**config.mk**
```make
export PLATFORM = sky130hd
export DESIGN_NAME = uart_cmd_frame_parser
export DESIGN_NICKNAME = d
export VERILOG_FILES = /design/src/rtl/uart_cmd_pkg.sv /design/src/rtl/cmd_fifo.sv /design/src/rtl/uart_cmd_frame_parser.sv
export SDC_FILE = /design/constraint.sdc
export NUM_CORES = 1
export LEC_CHECK = 0
export ABC_AREA = 0
export CAP_MARGIN = 20
export CORE_ASPECT_RATIO = 0.75
export CORE_MARGIN = 2
export CORE_UTILIZATION = 51
export CTS_CLUSTER_DIAMETER = 120
export DETAILED_ROUTE_END_ITERATION = 10
export PLACE_DENSITY_LB_ADDON = 0.12
export SYNTH_ARGS = -nofsm -noshare
export SYNTH_HDL_FRONTEND = slang
export SYNTH_SLANG_ARGS = --single-unit
```
**constraint.sdc**
```tcl
create_clock -name clock -period 3.6 [get_ports clock]
set_clock_uncertainty 0.1 [all_clocks]
set_input_delay 0.36 -clock clock [delete_from_list [all_inputs] [get_ports clock]]
set_output_delay 0.36 -clock clock [all_outputs]
set_load 0.01 [all_outputs]
```
**src/rtl/uart_cmd_pkg.sv**
```systemverilog
// Shared definitions for the UART command frame parser: sync marker, FSM
// encoding, ALU opcodes and header field positions.
package uart_cmd_pkg;

  localparam logic [7:0] SYNC_BYTE_DEF = 8'hA5;

  typedef enum logic [2:0] {
    ST_HUNT,
    ST_HDR,
    ST_OPA,
    ST_OPB,
    ST_CSUM
  } state_t;

  // Opcode values understood by the downstream ALU/SWITCH path
  localparam logic [2:0] OP_ADD  = 3'd0;
  localparam logic [2:0] OP_SUB  = 3'd1;
  localparam logic [2:0] OP_AND  = 3'd2;
  localparam logic [2:0] OP_OR   = 3'd3;
  localparam logic [2:0] OP_XOR  = 3'd4;
  localparam logic [2:0] OP_SHL  = 3'd5;
  localparam logic [2:0] OP_SHR  = 3'd6;
  localparam logic [2:0] OP_PASS = 3'd7;

  localparam int HDR_OP_LSB = 0;
  localparam int HDR_OP_W   = 3;
  localparam int HDR_CH_LSB = 3;

  function automatic logic [HDR_OP_W-1:0] hdr_opcode(input logic [7:0] hdr);
    return hdr[HDR_OP_LSB +: HDR_OP_W];
  endfunction

endpackage

```
**src/rtl/cmd_fifo.sv**
```systemverilog
// Synchronous FIFO for parsed commands; a push into a full FIFO is accepted
// only when a pop happens in the same cycle.
module cmd_fifo #(
  parameter int WIDTH = 8,
  parameter int DEPTH = 4,
  localparam int PW = $clog2(DEPTH),
  localparam int CW = PW + 1
) (
  input  logic             clock,
  input  logic             rst_n,
  input  logic             push,
  input  logic [WIDTH-1:0] wdata,
  input  logic             pop,
  output logic [WIDTH-1:0] rdata,
  output logic             full,
  output logic             empty,
  output logic [CW-1:0]    count
);

  logic [WIDTH-1:0] mem [DEPTH];
  logic [PW-1:0]    wr_ptr;
  logic [PW-1:0]    rd_ptr;
  logic             do_push;
  logic             do_pop;

  assign full    = (count == CW'(DEPTH));
  assign empty   = (count == '0);
  assign do_pop  = pop && !empty;
  assign do_push = push && (!full || do_pop);
  assign rdata   = mem[rd_ptr];

  // Pointers wrap naturally because DEPTH is a power of two
  always_ff @(posedge clock or negedge rst_n) begin
    if (!rst_n) begin
      for (int i = 0; i < DEPTH; i++) mem[i] <= '0;
      wr_ptr <= '0;
      rd_ptr <= '0;
      count  <= '0;
    end else begin
      if (do_push) begin
        mem[wr_ptr] <= wdata;
        wr_ptr      <= wr_ptr + 1'b1;
      end
      if (do_pop) rd_ptr <= rd_ptr + 1'b1;
      case ({do_push, do_pop})
        2'b10:   count <= count + 1'b1;
        2'b01:   count <= count - 1'b1;
        default: count <= count;
      endcase
    end
  end

endmodule

```
**src/rtl/uart_cmd_frame_parser.sv**
```systemverilog
// Hunts for SYNC, parses HDR/A/B/CSUM frames and queues good commands.
// Optional inter-byte timeout: define UART_CMD_FRAME_PARSER_TIMEOUT_EN.
module uart_cmd_frame_parser
  import uart_cmd_pkg::*;
#(
  parameter int         DATA_W      = 8,
  parameter int         CH_W        = 2,
  parameter int         FIFO_DEPTH  = 4,
  parameter logic [7:0] SYNC_BYTE   = SYNC_BYTE_DEF,
  parameter int         TIMEOUT_CYC = 100000
) (
  input  logic                          clock,
  input  logic                          rst_n,
  input  logic [7:0]                    rx_data,
  input  logic                          rx_valid,
  output logic                          cmd_valid,
  input  logic                          cmd_ready,
  output logic [2:0]                    cmd_opcode,
  output logic [((CH_W > 0) ? CH_W : 1)-1:0] cmd_ch,
  output logic [DATA_W-1:0]             cmd_a,
  output logic [DATA_W-1:0]             cmd_b,
  output logic [$clog2(FIFO_DEPTH):0]   cmd_count,
  output logic                          err_csum,
  output logic                          err_ovf,
  output logic                          err_timeout,
  output logic [7:0]                    err_total
);

  localparam int NB  = DATA_W / 8;
  localparam int CHS = (CH_W > 0) ? CH_W : 1;
  localparam int BCW = (NB > 1) ? $clog2(NB) : 1;
  localparam int FW  = 3 + CHS + 2 * DATA_W;

  state_t            state;
  logic [2:0]        op_q;
  logic [CHS-1:0]    ch_q;
  logic [DATA_W-1:0] a_q;
  logic [DATA_W-1:0] b_q;
  logic [7:0]        xor_q;
  logic [BCW-1:0]    bcnt;

  logic [CHS-1:0]    hdr_ch;
  logic              csum_byte;
  logic              csum_hit;
  logic              ovf_hit;
  logic              timeout_hit;
  logic              fifo_push;
  logic              fifo_pop;
  logic              fifo_full;
  logic              fifo_empty;
  logic [FW-1:0]     fifo_rdata;
  logic              last_byte;

  assign hdr_ch    = (CH_W > 0) ? rx_data[HDR_CH_LSB +: CHS] : '0;
  assign last_byte = (bcnt == BCW'(NB - 1));
  assign csum_byte = rx_valid && (state == ST_CSUM);
  assign fifo_push = csum_byte && (rx_data == xor_q);
  assign csum_hit  = csum_byte && (rx_data != xor_q);
  assign fifo_pop  = cmd_valid && cmd_ready;
  assign ovf_hit   = fifo_push && fifo_full && !fifo_pop;

`ifdef UART_CMD_FRAME_PARSER_TIMEOUT_EN
  logic [31:0] to_cnt;

  // Idle counter only runs mid-frame; any received byte restarts it
  always_ff @(posedge clock or negedge rst_n) begin
    if (!rst_n)                              to_cnt <= '0;
    else if (rx_valid || state == ST_HUNT)   to_cnt <= '0;
    else                                     to_cnt <= to_cnt + 1'b1;
  end

  assign timeout_hit = (state != ST_HUNT) && !rx_valid &&
                       (to_cnt == 32'(TIMEOUT_CYC - 1));
`else
  logic unused_timeout_cfg;
  assign unused_timeout_cfg = (TIMEOUT_CYC > 0);
  assign timeout_hit        = 1'b0;
`endif

  // Frame FSM plus registered error pulses; a SYNC inside a frame is plain data
  always_ff @(posedge clock or negedge rst_n) begin
    if (!rst_n) begin
      state       <= ST_HUNT;
      op_q        <= '0;
      ch_q        <= '0;
      a_q         <= '0;
      b_q         <= '0;
      xor_q       <= '0;
      bcnt        <= '0;
      err_csum    <= 1'b0;
      err_ovf     <= 1'b0;
      err_timeout <= 1'b0;
      err_total   <= '0;
    end else begin
      err_csum    <= csum_hit;
      err_ovf     <= ovf_hit;
      err_timeout <= timeout_hit;
      if ((csum_hit || ovf_hit || timeout_hit) && err_total != 8'hFF)
        err_total <= err_total + 1'b1;
      if (rx_valid) begin
        unique case (state)
          ST_HUNT: if (rx_data == SYNC_BYTE) state <= ST_HDR;
          ST_HDR: begin
            op_q  <= hdr_opcode(rx_data);
            ch_q  <= hdr_ch;
            xor_q <= rx_data;
            bcnt  <= '0;
            state <= ST_OPA;
          end
          ST_OPA: begin
            a_q   <= (a_q << 8) | DATA_W'(rx_data);
            xor_q <= xor_q ^ rx_data;
            bcnt  <= last_byte ? '0 : bcnt + 1'b1;
            if (last_byte) state <= ST_OPB;
          end
          ST_OPB: begin
            b_q   <= (b_q << 8) | DATA_W'(rx_data);
            xor_q <= xor_q ^ rx_data;
            bcnt  <= last_byte ? '0 : bcnt + 1'b1;
            if (last_byte) state <= ST_CSUM;
          end
          ST_CSUM: state <= ST_HUNT;
          default: state <= ST_HUNT;
        endcase
      end else if (timeout_hit) begin
        state <= ST_HUNT;
      end
    end
  end

  cmd_fifo #(
    .WIDTH (FW),
    .DEPTH (FIFO_DEPTH)
  ) u_fifo (
    .clock (clock),
    .rst_n (rst_n),
    .push  (fifo_push),
    .wdata ({op_q, ch_q, a_q, b_q}),
    .pop   (fifo_pop),
    .rdata (fifo_rdata),
    .full  (fifo_full),
    .empty (fifo_empty),
    .count (cmd_count)
  );

  assign cmd_valid  = !fifo_empty;
  assign cmd_opcode = fifo_rdata[FW-1 -: 3];
  assign cmd_ch     = fifo_rdata[2*DATA_W +: CHS];
  assign cmd_a      = fifo_rdata[DATA_W +: DATA_W];
  assign cmd_b      = fifo_rdata[0 +: DATA_W];

endmodule

```
After elaboration in Yosys (flattened, before gate mapping)
Index checks and enable logic that the tools add are counted.
{ "op_classes": {"n_bitwise": 3, "mux": 14, "reduce_logical": 25, "magnitude_cmp": 3, "eq_ne": 14, "addsub": 6} }
{ "ops": {"columns": ["op", "n"], "rows": [
  ["84-bit bitwise mux", 1],
  ["21-bit two-way mux", 3],
  ["21-bit binary-select mux with 2-bit select", 1],
  ["21-bit demux with 2-bit select", 1],
  ["8-bit one-hot mux with 2 select lines", 1],
  ["3-bit one-hot mux with 4 select lines", 1],
  ["1-bit logical AND", 10],
  ["3-bit two-way mux", 3],
  ["8-bit by 1-bit adder with 8-bit output (second input constant)", 1],
  ["8-bit == test", 1],
  ["8-bit == test (second input constant)", 1],
  ["8-bit != test", 1],
  ["8-bit != test (second input constant)", 1],
  ["2-bit AND reduction", 4],
  ["8-bit XOR", 1],
  ["3-bit by 2-bit == test with 1-bit output (second input constant)", 2],
  ["3-bit == test (second input constant)", 2],
  ["3-bit greater-or-equal comparator (second input constant)", 2],
  ["3-bit logical NOT", 2],
  ["2-bit != test (second input constant)", 3],
  ["2-bit NOT with 3-bit output", 2],
  ["3-bit one-hot mux with 2 select lines", 1],
  ["2-bit by 1-bit adder with 2-bit output (second input constant)", 2],
  ["4-bit AND reduction", 1],
  ["other kinds (13)", 17]
]} }
{ "word_totals": {"word_cells": 82, "out_inout_bits": 36, "inputBits": 12, "ff_bits": 134} }

Depth between registers and ports, before layout
{ "logic_depth": {"depth_word": 8, "mapped_depth": 11, "depth_no_buf": 10} }

Cells and area by module
From an unflattened synthesis, not the netlist that was laid out.
{ "unflattened": {"hier_cells": 403, "hier_area_um2": 5998.3} }
{ "modules_own_cells": {"columns": ["mod", "n_inst", "cells_per_inst", "area_each_um2", "seq_area_each_um2"], "rows": [
  ["cmd_fifo", 1, 243, 4071.4, 2277.2],
  ["uart_cmd_frame_parser", 1, 160, 1926.8, 1051.0]
]} }

Worst setup path before layout
OpenSTA, ideal clock, no wires.
{ "synth_timing": {"path_kind": "reg-to-reg", "startpoint": "reg u_fifo.count[0]", "endpoint": "reg u_fifo.count[2]", "path_stages_with_launch": 10, "setup_time_ns": 0.079, "required_ns": 3.421, "synth_period_minus_slack_ns": 2.252, "t_arrival_ns": 2.073, "slack_ns": 1.348, "path_buffers": 0, "path_cell_list": "dfrtp_1 nor4b_1 nor2_1 nand2_1 ha_1 inv_1 fa_1 xor2_1 nor2_1 xor2_1"} }
{ "synth_via": {"elab_chain_len": 8, "elab_cells_between_ends": 14, "classes_between": "add/sub: 2; eq/ne: 3; mux: 1; reduce/logical: 8"} }
{ "synth_rtl": {"columns": ["element", "line_no", "rtl"], "rows": [
  ["start: declaration", "cmd_fifo.sv:17", "output logic [CW-1:0] count"],
  ["start signal: assignment", "cmd_fifo.sv:46", "2'b10: count <= count + 1'b1;"],
  ["start signal: assignment", "cmd_fifo.sv:47", "2'b01: count <= count - 1'b1;"],
  ["start signal: assignment", "cmd_fifo.sv:48", "default: count <= count;"],
  ["3-bit logical NOT", "cmd_fifo.sv:27", "assign empty = (count == '0);"],
  ["1-bit logical NOT", "cmd_fifo.sv:28, uart_cmd_frame_parser.sv:146", null],
  ["1-bit logical AND", "uart_cmd_frame_parser.sv:59", "assign fifo_pop = cmd_valid && cmd_ready;"],
  ["1-bit logical AND", "cmd_fifo.sv:28", "assign do_pop = pop && !empty;"],
  ["1-bit logical OR", "cmd_fifo.sv:29", "assign do_push = push && (!full || do_pop);"],
  ["1-bit logical AND", "cmd_fifo.sv:29", null],
  ["2-bit by 1-bit == test with 1-bit output / 2-bit == test (equally long branches)", "cmd_fifo.sv:45", "case ({do_push, do_pop})"],
  ["3-bit one-hot mux with 2 select lines / 2-bit nonzero test (equally long branches)", null, null]
]} }
Several ways; a longest one is shown, not always the timed one.
A chain may end at the register's enable or synchronous reset.

Final worst setup path
{ "layout_timing": {"startpoint": "reg u_fifo.rd_ptr[0]", "endpoint": "out cmd_a[4]"} }
{ "layout_via": {"elab_chain_len": 4} }
{ "layout_rtl": {"columns": ["element", "line_no", "rtl"], "rows": [
  ["start: declaration", "cmd_fifo.sv:22", "logic [PW-1:0] rd_ptr;"],
  ["start signal: assignment", "cmd_fifo.sv:44", "if (do_pop) rd_ptr <= rd_ptr + 1'b1;"],
  ["2-bit NOT with 3-bit output (implied by the code)", "cmd_fifo.sv:30", "assign rdata = mem[rd_ptr];"],
  ["21-bit binary-select mux with 2-bit select", "cmd_fifo.sv:30", null],
  ["21-bit two-way mux (implied by the code) (2 in a row)", "cmd_fifo.sv:30", null],
  ["end: declaration", "uart_cmd_frame_parser.sv:20", "output logic [DATA_W-1:0] cmd_a,"]
]} }
No other way between the ends. The select of a mux whose other input is x is not followed.

==> results list <==
- Post-CTS setup repair buffer count: 0
- Clock-pin slew was measured on the worst setup and hold paths at 60 ps.
- In this run the tool buffered the top-level ports with 46 buffer cells.
- In this run the static leakage power is 0.00339 uW.
- From synthesis to final layout, the design area changed by 17.3%.
- The layout has 945 filler cells.
- The pre-antenna-repair detailed-routing pass consisted of 4 iterations.
- The die is 133 microns wide.
- At the pin with the least slew margin, the transition time is 867 ps.
* Number of synthesized flops with an enable pin: 0
- In this run the remaining antenna-violating nets after routing total 0.
* Worst-case hold path end point: u_fifo.mem[72]
- WL final: 12.3 mm
- Entering global routing, the biggest net connects 66 pins.
* Core region area: 12200 sq um
- Setup violations remaining at the end of the flow were counted as 0.
* CTS Hold Bufs: 1
- Ranked by total cell area, the synthesized netlist is headed by sky130_fd_sc_hd__dfrtp_1 53%, sky130_fd_sc_hd__mux2_4 19%, sky130_fd_sc_hd__mux4_2 7.5%.
- In this run the biggest area consumer among cell types represents 52.6% of the synthesized area.
- The worst hold path begins at u_fifo.mem[72].
- For this run, the number of Yosys warnings is 0.
- Main synth FF type: sky130_fd_sc_hd__dfrtp_1
- In the post-synthesis netlist, the cell with the most instances is sky130_fd_sc_hd__dfrtp_1.
* Net count of the finished layout: 466
- Summed over all nets, the half-perimeter wirelength after detailed placement is 7.64 mm.
* Routability congestion estimate: 0.766
* Root Buffer Master: sky130_fd_sc_hd__clkbuf_16
- The worst path in the final design needs a cycle of 2850 ps, including I/O delays and setup.
* Clock latency reported for the late side of the worst-skew pair: 410 ps
- Along the worst path, the maximum fanout reaches 16.
* Max-cap viol count: 0
* Total global-route track usage: 20.4%
* Sink count of the clock tree: 133
- Setup slack of the most critical reg-to-reg path: 1040 ps
* Worst-case vdd ir drop: 0.423 mV
- Sequential elements use 52.6% of the synthesized area.
* Max-slew violation count: 0
- Via-per-instance ratio: 5.34
- Die area: 13300 sq um
- Power density over cell area: 635 nW/um^2
- Sum of negative setup slack: 0 ps
* Total of cells resized after clock tree synthesis: 0
- TritonCTS built the clock tree.
- Period utilisation layout: 79.2%
- Setup repair after global routing left no endpoint under its margin.
- The number of nets in the synthesized netlist is 413.
- The commonest cells after synthesis are 133 x sky130_fd_sc_hd__dfrtp_1, 80 x sky130_fd_sc_hd__mux2_4, 29 x sky130_fd_sc_hd__mux2_2.
* Final hold slack: 403 ps
- Number of design-rule violations left by the first detailed-router iteration: 152
* Hold/Removal Path Class: flop to flop
* Gate count of the mapped netlist: 394
- Slew margin rel.: 41.9%
* Post-synthesis instance area: 6320 sq um
- The via count of the first global-routing pass came to 3653.
- Inserted Clock Buffers: 17
- Mean routed wirelength per cell: 19.7 microns
* Outcome: finished, final reports clean
- Via total after detailed routing: 3338
- Static timing analysis puts the maximum clock frequency at 351 MHz.
- The initial antenna violation count is 0.
* Maximum level of the CTS H-tree: 4
- Pin placement for this block handled 48 I/O pins.
- The worst register-to-register path begins at u_fifo.count[0].
* Site Rows: 35
- Most area-hungry cell type in the Yosys netlist: sky130_fd_sc_hd__dfrtp_1
* Final hold violation count: 0
- Hold Path Stages: 1
- In this run, synthesis produced a sequential element count of 133.
- STA puts the critical path data required time at 3140 ps.
- Counting flops with an async set or reset pin after synthesis yields a share of 100%.
- STA classifies the critical path startpoint as a flop.
- Syn avg cell area: 16.1 sq um
- Destination of the worst register-to-register timing path: u_fifo.count[2]
- The floorplan step set the die height to 100 microns.
- The netlist uses 40 different library cells.
- The worst setup path is captured at a primary output.
* Overall power consumption: 4710 uW
* DRC violation count after routing: 0
- The total overflow left after global routing is 0.
- Maximum clock insertion buffer count: 2
- The first global-routing pass estimated 20.3 mm of wire.
- The worst register-to-register path has a depth of 9.
- Initial cell density of the core: 52.0%
- Data on the critical path arrives at its endpoint at 2390 ps.
- Startpoint-to-endpoint class of the critical path: flop to primary output
* Share of final-layout standard cells stronger than drive strength 1: 37.7%
- The repair_antennas step left the layout with diodes totalling 0.
## per-stage QoR
stage               util [%]  cell area [sq um]  std cells  worst slack [ps]
floorplan                  -               6320        394              1350
global placement        56.1               6830        593               760
detailed placement      56.1               6830        593               702
CTS                     61.0               7420        625               697
global route            61.0               7420        625               605
finish                  61.0               7420        625               750
## logic make-up (layout without fill, tap and decap cells)
logic type | count (synthesis) | after routing | share of synthesized area (%)
xor gates and xnor gates | 25 | 25 | 3.46
and+or+nand+nor | 65 | 65 | 6.09
adders and majority gates | 7 | 7 | 1.50
AOI/OAI and AO/OA | 5 | 5 | 0.455
buffers and inverters | 25 | 90 | 3.68
muxes | 133 | 133 | 32.1
other | 1 | 1 | 0.0593
DFF | 133 | 133 | 52.6
## cells in the final DEF, fill, tap and decap left out, drive strengths merged, types with 3 or more instances in the layout
master,count
nand3,6
clkdlybuf4s50,45
nand2,21
and3,11
xor2,19
nand2b,3
inv,8
xnor2,6
ha,6
nor2,7
dfrtp,133
clkbuf,21
clkinv,6
bufinv,3
mux2,110
buf,5
nand4,4
mux4,21
## state kept, by name, summed over array words and instances, names as in the netlist, 2 cells and up
name           count
u_fifo.mem        84
a_q                8
b_q                8
err_total          8
xor_q              8
op_q               3
state              3
u_fifo.count       3
ch_q               2
u_fifo.rd_ptr      2
u_fifo.wr_ptr      2
## worst max path at each step
stage                           startpoint              end  slack, ps  depth (start not counted)
after detailed placement        rx_data[2]  u_fifo.count[2]        700                         11
final                     u_fifo.rd_ptr[0]         cmd_a[4]        750                          3
after CTS                 u_fifo.rd_ptr[0]         cmd_a[4]        700                          3
after global placement          rx_data[2]  u_fifo.count[2]        760                         11
after global routing      u_fifo.rd_ptr[0]         cmd_a[4]        600                          3
after floorplan            u_fifo.count[0]  u_fifo.count[2]       1350                          9
## layer usage
metal | global-route usage [%] | vias up | wire length, microns
met5 | 0 | - | 0
met4 | 4.71 | 0 | 68
met3 | 6.36 | 7 | 551
met2 | 30.5 | 66 | 5590
met1 | 29.4 | 1753 | 6120
li1 | - | 1512 | -
## report_power, final
group	switching, uW	leakage (uW)	internal, uW
sequential	338	0.00177	1730
clock	618	0.000286	1100
combinational	436	0.00133	490
## area by class of cell
type / instances / area [sq um] / share of cell area (%)
clock inverters: 10 / 131 / 1.77
multi-input cells: 236 / 2760 / 37.2
well taps: 166 / 208 / 2.80
clock buffers: 21 / 450 / 6.07
inverters: 8 / 30.0 / 0.405
flip-flops and latches: 133 / 3330 / 44.8
repair buffers: 51 / 510 / 6.88
## worst max-delay path: stages (launching register included)
cell	delay, ps
sky130_fd_sc_hd__dfrtp_1	680
sky130_fd_sc_hd__buf_12	260
sky130_fd_sc_hd__mux4_2	540
sky130_fd_sc_hd__clkdlybuf4s50_1	500
Note: power is estimated with default switching activity, not from simulation.
